==> config.mk <==
export PLATFORM = sky130hd
export DESIGN_NAME = shift_rows_pipe
export DESIGN_NICKNAME = d
export VERILOG_FILES = /design/src/rtl/shift_rows_pipe.sv
export SDC_FILE = /design/constraint.sdc
export NUM_CORES = 1
export LEC_CHECK = 0
export CORE_AREA = 2 2 144 118
export CTS_CLUSTER_DIAMETER = 80
export CTS_CLUSTER_SIZE = 20
export DETAILED_ROUTE_END_ITERATION = 8
export DIE_AREA = 0 0 146 120
export PLACE_DENSITY = 0.7
export SYNTH_ARGS = -nofsm -noshare
export SYNTH_HDL_FRONTEND = slang
export SYNTH_SLANG_ARGS = --single-unit
==> constraint.sdc <==
create_clock -name clk -period 1.9 [get_ports clk]
set_clock_uncertainty 0.2 [all_clocks]
set_input_delay 0.38 -clock clk [delete_from_list [all_inputs] [get_ports clk]]
set_output_delay 0.38 -clock clk [all_outputs]
set_load 0.01 [all_outputs]
==> src/rtl/shift_rows_pipe.sv <==
// rtl/shift_rows_pipe.sv - pipelined ShiftRows/InvShiftRows with valid/ready handshake
// Optional output beat counter enabled by SHIFT_ROWS_PIPE_CNT_EN.
module shift_rows_pipe #(
    parameter int NB     = 4,
    parameter int STAGES = 1
) (
    input  logic            clk,
    input  logic            rst_n,
    input  logic            in_valid,
    output logic            in_ready,
    input  logic            in_mode,
    input  logic [32*NB-1:0] in_state,
    output logic            out_valid,
    input  logic            out_ready,
`ifdef SHIFT_ROWS_PIPE_CNT_EN
    output logic [31:0]     beat_cnt,
`endif
    output logic [32*NB-1:0] out_state
);

    localparam int W = 32 * NB;

    if (!(NB == 4 || NB == 6 || NB == 8)) begin : g_bad_nb
        $error("shift_rows_pipe: NB must be 4, 6 or 8");
    end
    if (STAGES < 1 || STAGES > 4) begin : g_bad_stages
        $error("shift_rows_pipe: STAGES must be 1..4");
    end

    // The 256-bit state uses a wider shift on rows 2 and 3.
    function automatic int row_off(input int r);
        if (NB == 8 && r >= 2) return r + 1;
        return r;
    endfunction

    function automatic logic [W-1:0] permute(input logic mode, input logic [W-1:0] s);
        logic [W-1:0] o;
        int src;
        o = '0;
        for (int c = 0; c < NB; c++) begin
            for (int r = 0; r < 4; r++) begin
                if (mode) src = (c - row_off(r) + NB) % NB;
                else      src = (c + row_off(r)) % NB;
                o[W-1-8*(4*c+r) -: 8] = s[W-1-8*(4*src+r) -: 8];
            end
        end
        return o;
    endfunction

    logic [STAGES:1]   v;
    logic [W-1:0]      d [1:STAGES];
    logic [STAGES:1]   rdy;
    logic [STAGES-1:0] lv;
    logic [W-1:0]      ld [0:STAGES-1];

    // A stage can load if it, or any stage downstream of it, is empty, or the sink drains.
    always_comb begin
        rdy = '0;
        for (int k = 1; k <= STAGES; k++) begin
            rdy[k] = out_ready;
            for (int j = k; j <= STAGES; j++) begin
                if (!v[j]) rdy[k] = 1'b1;
            end
        end
    end

    always_comb begin
        lv    = '0;
        lv[0] = in_valid;
        ld[0] = permute(in_mode, in_state);
        for (int k = 1; k < STAGES; k++) begin
            lv[k] = v[k];
            ld[k] = d[k];
        end
    end

    always_ff @(posedge clk or negedge rst_n) begin
        if (!rst_n) begin
            v <= '0;
            for (int k = 1; k <= STAGES; k++) d[k] <= '0;
        end else begin
            for (int k = 1; k <= STAGES; k++) begin
                if (rdy[k]) begin
                    v[k] <= lv[k-1];
                    if (lv[k-1]) d[k] <= ld[k-1];
                end
            end
        end
    end

    assign in_ready  = rdy[1];
    assign out_valid = v[STAGES];
    assign out_state = d[STAGES];

`ifdef SHIFT_ROWS_PIPE_CNT_EN
    always_ff @(posedge clk or negedge rst_n) begin
        if (!rst_n)                      beat_cnt <= '0;
        else if (out_valid && out_ready) beat_cnt <= beat_cnt + 32'd1;
    end
`endif

endmodule
# == After elaboration in Yosys (flattened, before gate mapping) ==
# Index checks and enable logic that the tools add are counted.
# op_classes
n_reduce_logical,1
muxes,5
addsub,16
shift,8
# op_table
cell,n
$shiftx 135x9->8,5
$shiftx 135x32->8,3
$sub 8x32->32 const A,2
$sub 7x8->9 const A,6
$add 29x2->29 const B,1
$add 4x2->5 const B,4
$add 4x1->5 const B,3
$mux 2,4
$reduce_and 2->1,1
$mux 1,1
# word_totals
elab_cells,32
register_bits,129
out_inout_bits,130

# == Depth between registers and ports, before layout ==
# Gate-level depths: netlist of run 1.
# depth
ltp_word,4
mapped_depth,6
ltp_nobuf,3

# == Least setup slack after synthesis of run 1 ==
# No wires, ideal clock.
# synth_timing
path_kind,input to register
from,input port out_ready
to,"register d, in the netlist out_state[10]"
setup_time_ns,0.125
path_slack_ns,0.328
arrival_time_ns,1.248
stages,5
path_cell_list,nand2b_1 -> buf_2 -> nand2_4 -> buf_4 -> mux2_2
# synth_via
elab_chain_cells,2
# synth_rtl
item,line,source
"start, declared",14,"input logic out_ready,"
$mux 1,62,if (!v[j]) rdy[k] = 1'b1;
$reduce_and 2->1 (no source line),-,
"end signal, assigned by index",85,if (lv[k-1]) d[k] <= ld[k-1];
"end, declared",51,logic [W-1:0] d [1:STAGES];
# Every way passes these cells.
# A chain may end at the register's enable or synchronous reset.

# == Worst setup path in the final report of run 1 ==
# layout_timing
from,input port out_ready
to,output port in_ready
# layout_via
elab_chain_cells,1
# layout_rtl
item,line,source
$mux 1,62,
"end, declared",10,"output logic in_ready,"
# Every way passes these cells.

==> flow_summary.json, run 1 <==
{
  "status": "complete, no violations",
  "drc_errors": 0,
  "port_buffers": 262,
  "syn_area_mm2": 0.00555,
  "rows": 42,
  "required_ns": 1.32,
  "clockBufferDepth": 2,
  "path_clk_slew_ns": 0.06,
  "hold_viol": 0,
  "final_net_count": 821,
  "routed_wl_um": 16000,
  "ant_nets": 0,
  "vias": 4515,
  "wl_per_cell_um": 17.4,
  "via_per_inst": 4.90,
  "total_power_w": 0.00892,
  "place.gp.congestion": 0.784,
  "antenna_found_initial": 0,
  "grt_start_max_net_pins": 112,
  "yosysUniqueCellTypes": 11,
  "cts_tree": "yes",
  "synthCells": 430,
  "n_antenna_cell": 0,
  "fp.dieH_um": 120,
  "ys_warn_count": 0,
  "seq_area_frac_synth_pct": 58.1,
  "clock_sinks": 129,
  "min_path_type": "in -> reg",
  "clk_latency_ns": 0.41,
  "postSynthAreaPerCell_um2": 12.9,
  "finalInstanceArea_mm2": 0.00911,
  "final_common_cell": "clkdlybuf4s50_1",
  "layout-drive-gt1-share_pct": 16.3,
  "ir_worst_vdd_mv": 0.612,
  "fin_cells": 921,
  "grt-ovfl-total": 0,
  "die-area_mm2": 0.0175,
  "critPathLaunchType": "input pin",
  "final-max-slew-violation-count": 0,
  "crit_path_end_kind": "primary output",
  "cts_made_buffers": 17,
  "dr_wl_met3_um": 1380,
  "fin_crit_sh_pct": 98.7,
  "timing.hold.ws_ns": 0.247,
  "tightest_slew_ns": 0.499,
  "placed_cell_area_mm2": 0.00845,
  "finalCriticalPeriod_ns": 1.87,
  "p_per_area_mw_per_mm2": 979,
  "max-cap-violations": 0,
  "power.leakage_nw": 4.22,
  "dp.cells": 888,
  "path_max_fanout": 2,
  "finish.utilization_pct": 56.3,
  "dp_hpwl_um": 11500,
  "synth_seq_cells": 129,
  "worst_ep_arrival_time_ns": 1.29,
  "die_w_um": 146,
  "setup_viol": 0,
  "n_fill_cell": 1372,
  "routed-wl-met2_um": 7780,
  "grt_use_total_pct": 18.2,
  "critPathKind": "in -> out",
  "max-slew-margin-rel_pct": 66.7,
  "final_cell_mix": "130 x clkdlybuf4s50_1, 129 x dfrtp_1, 89 x dlygate4sd2_1",
  "rsz0062_at_grt": "false",
  "grt_first_pass_wirelength_um": 25000,
  "area_growth_pct": 64.2,
  "htreeDepth": 4,
  "root_buffer": "clkbuf_16",
  "routed.top_layer": "met4",
  "dr.pass1.iters": 6,
  "core_mm2": 0.0162,
  "initial_core_util_pct": 34.3,
  "wl_met1_um": 6670,
  "grt_pass1_vias": 4521,
  "ios": 263,
  "fmax_mhz": 533,
  "syn_nets": 563,
  "drt_iter0_markers": 131
}
[worst max-delay path: stages]
cell and delay (ns):
clkdlybuf4s50_1 0.48, nand2b_4 0.16, dlygate4sd2_1 0.27
[layout make-up]
cell class                 count  area, um^2  share of cell area, %
sequential                   129        3230                   35.4
timing repair buffer         281        2840                   31.1
multi-input combinational    259        2110                   23.2
clock buffer                  20         457                   5.01
tap                          220         275                   3.02
clock inverter                12         205                   2.25
[repair_timing]
item                       CTS  global route
hold buffers                 1             0
buffers inserted             0             0
gates resized for setup     89            40
hold endpoints to repair   129             0
pin swaps                    0             0
setup endpoints to repair   89            40
[where the power goes]
group	total [W]	leakage (nW)	switching [W]	internal [W]
logic	0.00193	2.43	0.000858	0.00107
registers	0.00335	1.46	0.000203	0.00315
clock network	0.00364	0.317	0.00123	0.00241
total	0.00892	4.22	0.00229	0.00663
[per-layer routing]
metal | vias to the layer above | GRT usage, %
met5 | - | 0
met4 | 0 | 5.16
met3 | 18 | 7.57
met2 | 178 | 30.5
met1 | 2175 | 21.6
li1 | 2144 | -
[through the flow]
step | worst slack [ns] | setup TNS, ns
after floorplan | 0.328 | 0
after global placement | -0.287 | -27.85
after detailed placement | -0.320 | -26.90
after CTS | 0.000239 | 0
after global routing | 0.00598 | 0
final | 0.0256 | 0
[flip-flops by register name, indices dropped and copies added, names as in the netlist]
name	count
out_valid	1
out_state	128
[cells in the mapped netlist]
cell type | number | area share (%)
mux2i_1 | 64 | 12
buf_2 | 25 | 2.3
mux2_2 | 60 | 12
clkbuf_1 | 9 | 0.61
nand2_4 | 1 | 0.20
buf_4 | 8 | 1.1
mux2_1 | 4 | 0.81
nand2b_1 | 2 | 0.23
a21oi_1 | 64 | 5.8
a31oi_1 | 64 | 7.2
dfrtp_1 | 129 | 58
[path summary, 6_finish.rpt]
kind	startpoint	to	slack, ns	cells past startpoint
max reg2reg	out_valid	out_state[115]	0.21	5
min reg2reg	out_state[13]	out_state[13]	0.29	1
max in group asynchronous	rst_n	out_state[56]	0.72	3
min	in_valid	out_state[20]	0.25	3
min in group asynchronous	rst_n	out_state[104]	0.33	3
max	out_ready	in_ready	0.03	3
[cell families (layout without fill, tap and decap cells)]
| group | after synthesis | in the layout | share of synthesized area, % |
|---|---|---|---|
| AND/OR/NAND/NOR | 3 | 3 | 0.428 |
| multiplexers | 128 | 128 | 24.5 |
| buffers and inverters | 42 | 313 | 3.94 |
| AO/OA/AOI/OAI | 128 | 128 | 13.0 |
| flip-flops | 129 | 129 | 58.1 |
No activity file was read; power rests on OpenSTA's default activity.
==> inputs of run 2 (changes only) <==
--- a/config.mk
+++ b/config.mk
@@ -10,6 +10,7 @@
 export CTS_CLUSTER_SIZE = 20
 export DETAILED_ROUTE_END_ITERATION = 8
 export DIE_AREA = 0 0 146 120
+export MAX_ROUTING_LAYER = met4
 export PLACE_DENSITY = 0.7
 export SYNTH_ARGS = -nofsm -noshare
 export SYNTH_HDL_FRONTEND = slang
==> flow_summary.json, run 2 (synthesis results as in run 1) <==
{
  "status": "complete, no violations",
  "via_per_inst": 4.90,
  "power.leakage_nw": 4.22,
  "port_buffers": 262,
  "max-slew-margin-rel_pct": 66.9,
  "final_common_cell": "clkdlybuf4s50_1",
  "rows": 42,
  "reg2reg_from": "out_valid",
  "dr.pass1.iters": 4,
  "required_ns": 1.32,
  "initial_core_util_pct": 34.3,
  "dp_hpwl_um": 11500,
  "die-area_mm2": 0.0175,
  "grt_use_total_pct": 18.7,
  "ir_worst_vdd_mv": 0.615,
  "fin_cells": 921,
  "min_path_type": "in -> reg",
  "clk_latency_ns": 0.41,
  "htreeDepth": 4,
  "max-cap-violations": 0,
  "path_clk_slew_ns": 0.06,
  "tightest_slew_ns": 0.496,
  "grt-ovfl-total": 0,
  "r2r_slack_ns": 0.20,
  "clockBufferDepth": 2,
  "n_fill_cell": 1372,
  "ios": 263,
  "cts_made_buffers": 17,
  "wl_per_cell_um": 17.4,
  "grt_pass1_vias": 4536,
  "final-max-slew-violation-count": 0,
  "p_per_area_mw_per_mm2": 979,
  "routed_wl_um": 16100,
  "fp.dieH_um": 120,
  "root_buffer": "clkbuf_16",
  "path_max_fanout": 2,
  "crit_path_end_kind": "primary output",
  "drc_errors": 0,
  "grt_first_pass_wirelength_um": 25000,
  "grt_start_max_net_pins": 112,
  "critPathKind": "in -> out",
  "ant_nets": 0,
  "final_cell_mix": "130 x clkdlybuf4s50_1, 129 x dfrtp_1, 89 x dlygate4sd2_1",
  "largest_reg_flops": 128,
  "layout-drive-gt1-share_pct": 16.3,
  "dp_slack_ns": -0.320,
  "vias": 4516,
  "worst_slack_ns": 0.0217,
  "n_antenna_cell": 0,
  "die_w_um": 146,
  "cts_tree": "yes",
  "hold_depth": 3,
  "fmax_mhz": 532,
  "setup_viol": 0,
  "fin_crit_sh_pct": 98.9,
  "rsz0062_at_grt": "false",
  "area_growth_pct": 64.2,
  "hold-path-endpoint": "out_state[20]",
  "clock_sinks": 129,
  "antenna_found_initial": 0,
  "final_net_count": 821,
  "finalCriticalPeriod_ns": 1.88,
  "hold_viol": 0,
  "min-delay-start": "in_valid",
  "rr_endpoint": "out_state[115]",
  "critPathLaunchType": "input pin",
  "drt_iter0_markers": 139,
  "dp.cells": 888,
  "timing.hold.ws_ns": 0.244,
  "reg2regPathDepth": 5,
  "core_mm2": 0.0162,
  "worst_ep_arrival_time_ns": 1.30,
  "place.gp.congestion": 0.795
}
## run 2: per-stage QoR
step	area, um^2	total power (W)	utilization (%)	TNS, ns
global placement	8450	0.00553	52.2	-27.85
detailed placement	8450	0.00559	52.2	-26.90
floorplan	5550	0.00421	-	0
CTS	9010	0.00908	55.7	0
global route	9110	0.00935	56.3	0
finish	9110	0.00893	56.3	0
## run 2: routing by layer
metal | GRT usage (%) | vias to the layer above | wire length, um
met5 | - | - | 0
met4 | 5.16 | 0 | 190
met3 | 6.77 | 20 | 1180
met2 | 30.5 | 182 | 7810
met1 | 22.2 | 2167 | 6870
li1 | - | 2147 | -
## run 2: cell type report
type	count	area [um^2]	share of cell area, %
Multi-Input combinational cell	259	2110	23.2
Tap cell	220	275	3.02
Clock buffer	20	457	5.01
Sequential cell	129	3230	35.4
Timing Repair Buffer	281	2840	31.1
Clock inverter	12	205	2.25
## run 2: timing repair
item                                    in CTS  in global routing
buffers inserted                             0                  0
gates cloned                                 0                  0
endpoints found under the setup margin      89                 40
endpoints found under the hold margin      129                  0
hold buffers                                 1                  0
gates resized for setup                     89                 40
## run 2: worst max path at each step
stage | from | end | slack (ns) | depth (start not counted)
3_3_place_gp | out_ready | out_state[43] | -0.29 | 6
4_1_cts | out_state[107] | out_state[107] | 0.0002 | 1
6_report | out_ready | in_ready | 0.02 | 3
5_1_grt | out_ready | in_ready | 0.006 | 3
3_5_place_dp | out_ready | out_state[115] | -0.32 | 6
2_1_floorplan | out_ready | out_state[10] | 0.33 | 5
## run 2: report_power, final
group          internal [W]  total (W)  leakage (nW)  switching (W)
registers           0.00315    0.00335          1.46       0.000202
logic               0.00107    0.00193          2.43       0.000859
clock network       0.00241    0.00364         0.317        0.00124
total               0.00663    0.00893          4.22        0.00230
## run 2: critical path: stages
cell and delay (ns):
clkdlybuf4s50_1 0.48, nand2b_4 0.16, dlygate4sd2_1 0.27
==> RTL edit, RTL diff (config.mk and constraints of run 1) <==
Add a define of `SHIFT_ROWS_PIPE_CNT_EN`.
--- a/src/rtl/shift_rows_pipe.sv
+++ b/src/rtl/shift_rows_pipe.sv
@@ -1,4 +1,6 @@
 // rtl/shift_rows_pipe.sv - pipelined ShiftRows/InvShiftRows with valid/ready handshake
 // Optional output beat counter enabled by SHIFT_ROWS_PIPE_CNT_EN.
+`define SHIFT_ROWS_PIPE_CNT_EN
+
 module shift_rows_pipe #(
     parameter int NB     = 4,
New outputs: beat_cnt. Check against the original RTL: not settled (the Yosys comparison gave no result); the edit may change what the design does.
==> RTL edit against run 1 <==
Synthesized area is 22% higher; critical path type is now reg2out; highest routed layer unchanged; critical endpoint is now beat_cnt[8]; cell area is 20% higher; sequential cell count is 32 higher; register-to-register slack worse by 0.11 ns; largest power group is now sequential cells; total power is 13% higher; combinational power is 15% higher; setup slack better by 0.012 ns; wire length is 19% higher.
==> RTL edit: results (changes against run 1) <==
.. list-table::
   :header-rows: 1

   * - Metric
     - Value
   * - Detailed router's first-iteration violation count
     - 172 (+31%)
   * - Largest vdd supply drop
     - 0.666 mV (+8.9%)
   * - Post-Place Setup Slack
     - -0.347 ns (-0.0276 ns)
   * - Tightest Pin Transition
     - 0.410 ns (-0.0892 ns)
   * - Post-DP HPWL
     - 14.3 mm (+24%)
   * - Area after detailed placement
     - 10300 sq um (+22%)
   * - List of most frequent post-synthesis cells
     - 161 x sky130_fd_sc_hd__dfrtp_1, 79 x sky130_fd_sc_hd__nand2_1, 65 x sky130_fd_sc_hd__mux2_2, 64 x sky130_fd_sc_hd__mux2i_1, 64 x sky130_fd_sc_hd__o21ai_0
   * - Switching power share of the total
     - 26.8% (+1.1 points)
   * - Tightest Hold Check Type
     - in2async
   * - Library cell used as clock root buffer
     - sky130_fd_sc_hd__clkbuf_16
   * - Number of detailed-routing iterations run before antenna repair
     - 4 (-2)
   * - Syn avg cell area
     - 12.4 sq um (-4.3%)
   * - Level count of the clock H-tree
     - 4 (unchanged)
   * - Count of port buffers added during placement
     - 294 (+12%)
   * - Setup slack of the most critical reg-to-reg path
     - 0.10 ns (-0.11 ns)
   * - Largest fanout of any net on the critical path
     - 5 (+3)
   * - Synth Net Count
     - 684 (+21%)
   * - Gp weighted congestion
     - 0.793 (+1.1%)
   * - Final routed wire length divided by cell count
     - 17.1 microns (-1.9%)
   * - Number of non-filler instances in the completed layout
     - 1120 (+22%)
   * - Share of post-route cells with drive strength above 1
     - 19.0% (+2.7 points)
   * - Number of fill cells
     - 1275 (-7.1%)
   * - Final WS setup
     - 0.0380 ns (+0.0125 ns)
   * - Share of async-settable or async-resettable flops after synthesis
     - 100% (unchanged)
   * - Via density
     - 4.85 (-1.1%)
   * - Clock latency reported for the late side of the worst-skew pair
     - 0.43 ns (+0.02 ns)
   * - Sequential area share after synthesis
     - 59.3% (+1.2 points)
   * - Instance count after placement with tap cells included
     - 1073 (+21%)
   * - PostCTS Resize Cnt
     - 159 (+79%)
   * - Net total in the final layout
     - 1021 (+24%)
   * - Worst hold slack after final layout
     - 0.229 ns (-0.0182 ns)
   * - Vias in the first global route
     - 5791 (+28%)
   * - Total GRT Usage
     - 22.3% (+4.1 points)
   * - Buffers inserted by post-CTS timing repair
     - 14 (+14)
   * - Top cells by area in the synthesized netlist
     - sky130_fd_sc_hd__dfrtp_1 59%, sky130_fd_sc_hd__mux2_2 11%, sky130_fd_sc_hd__mux2i_1 9.4%, sky130_fd_sc_hd__o21ai_0 4.7%, sky130_fd_sc_hd__nand2_1 4.4%
   * - Result of the run
     - completed
   * - Pin count of the biggest net entering global routing
     - 52 (-54%)
   * - Global-route wire length before repair
     - 30.5 mm (+22%)
   * - Buffers from clock root to sink, at most
     - 2 (unchanged)
   * - LEAKAGE
     - 5.33 nW (+26%)
   * - Count of different cell masters after synthesis
     - 29 (+18)
   * - Number of warnings issued by yosys
     - 0 (unchanged)
RTL edit: changes by cell type after synthesis, moves of 11 or more:
cell | run 1 | this run
sky130_fd_sc_hd__o21ai_0 | 0 | 64
sky130_fd_sc_hd__a21oi_1 | 64 | 0
sky130_fd_sc_hd__dfrtp_1 | 129 | 161
sky130_fd_sc_hd__nand2_1 | 0 | 79
sky130_fd_sc_hd__nand3_1 | 0 | 11
sky130_fd_sc_hd__nor2_1 | 0 | 13
sky130_fd_sc_hd__xor2_1 | 0 | 14
sky130_fd_sc_hd__a31oi_1 | 64 | 0
sky130_fd_sc_hd__xnor2_1 | 0 | 17
RTL edit: metal layers:
layer / up-vias / global-route usage (%) / wire length, microns / share of wire [%]
li1: 2576 / - / - / -
met1: 2621 / 24.3 / 7110 / 37
met2: 200 / 39.2 / 9910 / 52
met3: 33 / 9.28 / 1690 / 8.8
met4: 0 / 8.31 / 425 / 2.2
met5: - / 0 / 0 / 0
RTL edit: metrics by stage:
stage,setup TNS (ns),util (%)
3_3_place_gp,-36.63,63.6
6_report,0,67.4
3_5_place_dp,-39.12,63.6
5_1_grt,-0.00672,67.4
2_1_floorplan,0,-
4_1_cts,0,67.1
RTL edit: final cells by class:
type | count | share of cell area (%)
Multi-Input combinational cell | 356 | 24.5
Sequential cell | 161 | 37.0
Timing Repair Buffer | 347 | 30.0
Clock buffer | 19 | 4.15
Tap cell | 220 | 2.52
Inverter | 4 | 0.138
Clock inverter | 13 | 1.68
RTL edit: power by group through the flow:
stage	Sequential, mW	Clock [mW]	Combinational [mW]
5_1_grt	4.21	3.94	2.41
2_1_floorplan	4.44	0	0.645
3_3_place_gp	4.22	0	2.42
3_5_place_dp	4.24	0	2.48
6_report	4.15	3.69	2.22
4_1_cts	4.15	3.77	2.23
RTL edit: worst paths after layout:
path,startpoint,end,cells past startpoint
setup / recovery,beat_cnt[8],beat_cnt[8],2
hold / removal,rst_n,beat_cnt[16],2
setup reg to reg,beat_cnt[1],beat_cnt[14],7
hold reg to reg,beat_cnt[31],beat_cnt[31],1
max in group asynchronous,rst_n,out_state[51],3
min in group clk,out_ready,beat_cnt[2],3
RTL edit: worst max-delay path, stage by stage (launching register included):
cell                            delay (ns)
sky130_fd_sc_hd__dfrtp_1              0.40
sky130_fd_sc_hd__buf_4                0.16
sky130_fd_sc_hd__dlygate4sd2_1        0.30
RTL edit: cells by family after synthesis:
family                     after synthesis  synth area share, %
buffers and inverters                   33                 2.19
DFF                                    161                 59.3
adders and majority gates                1                0.184
muxes                                  129                 20.2
xor gates and xnor gates                31                 4.00
and+or+nand+nor                        131                 9.43
AOI/OAI and AO/OA                       64                 4.71
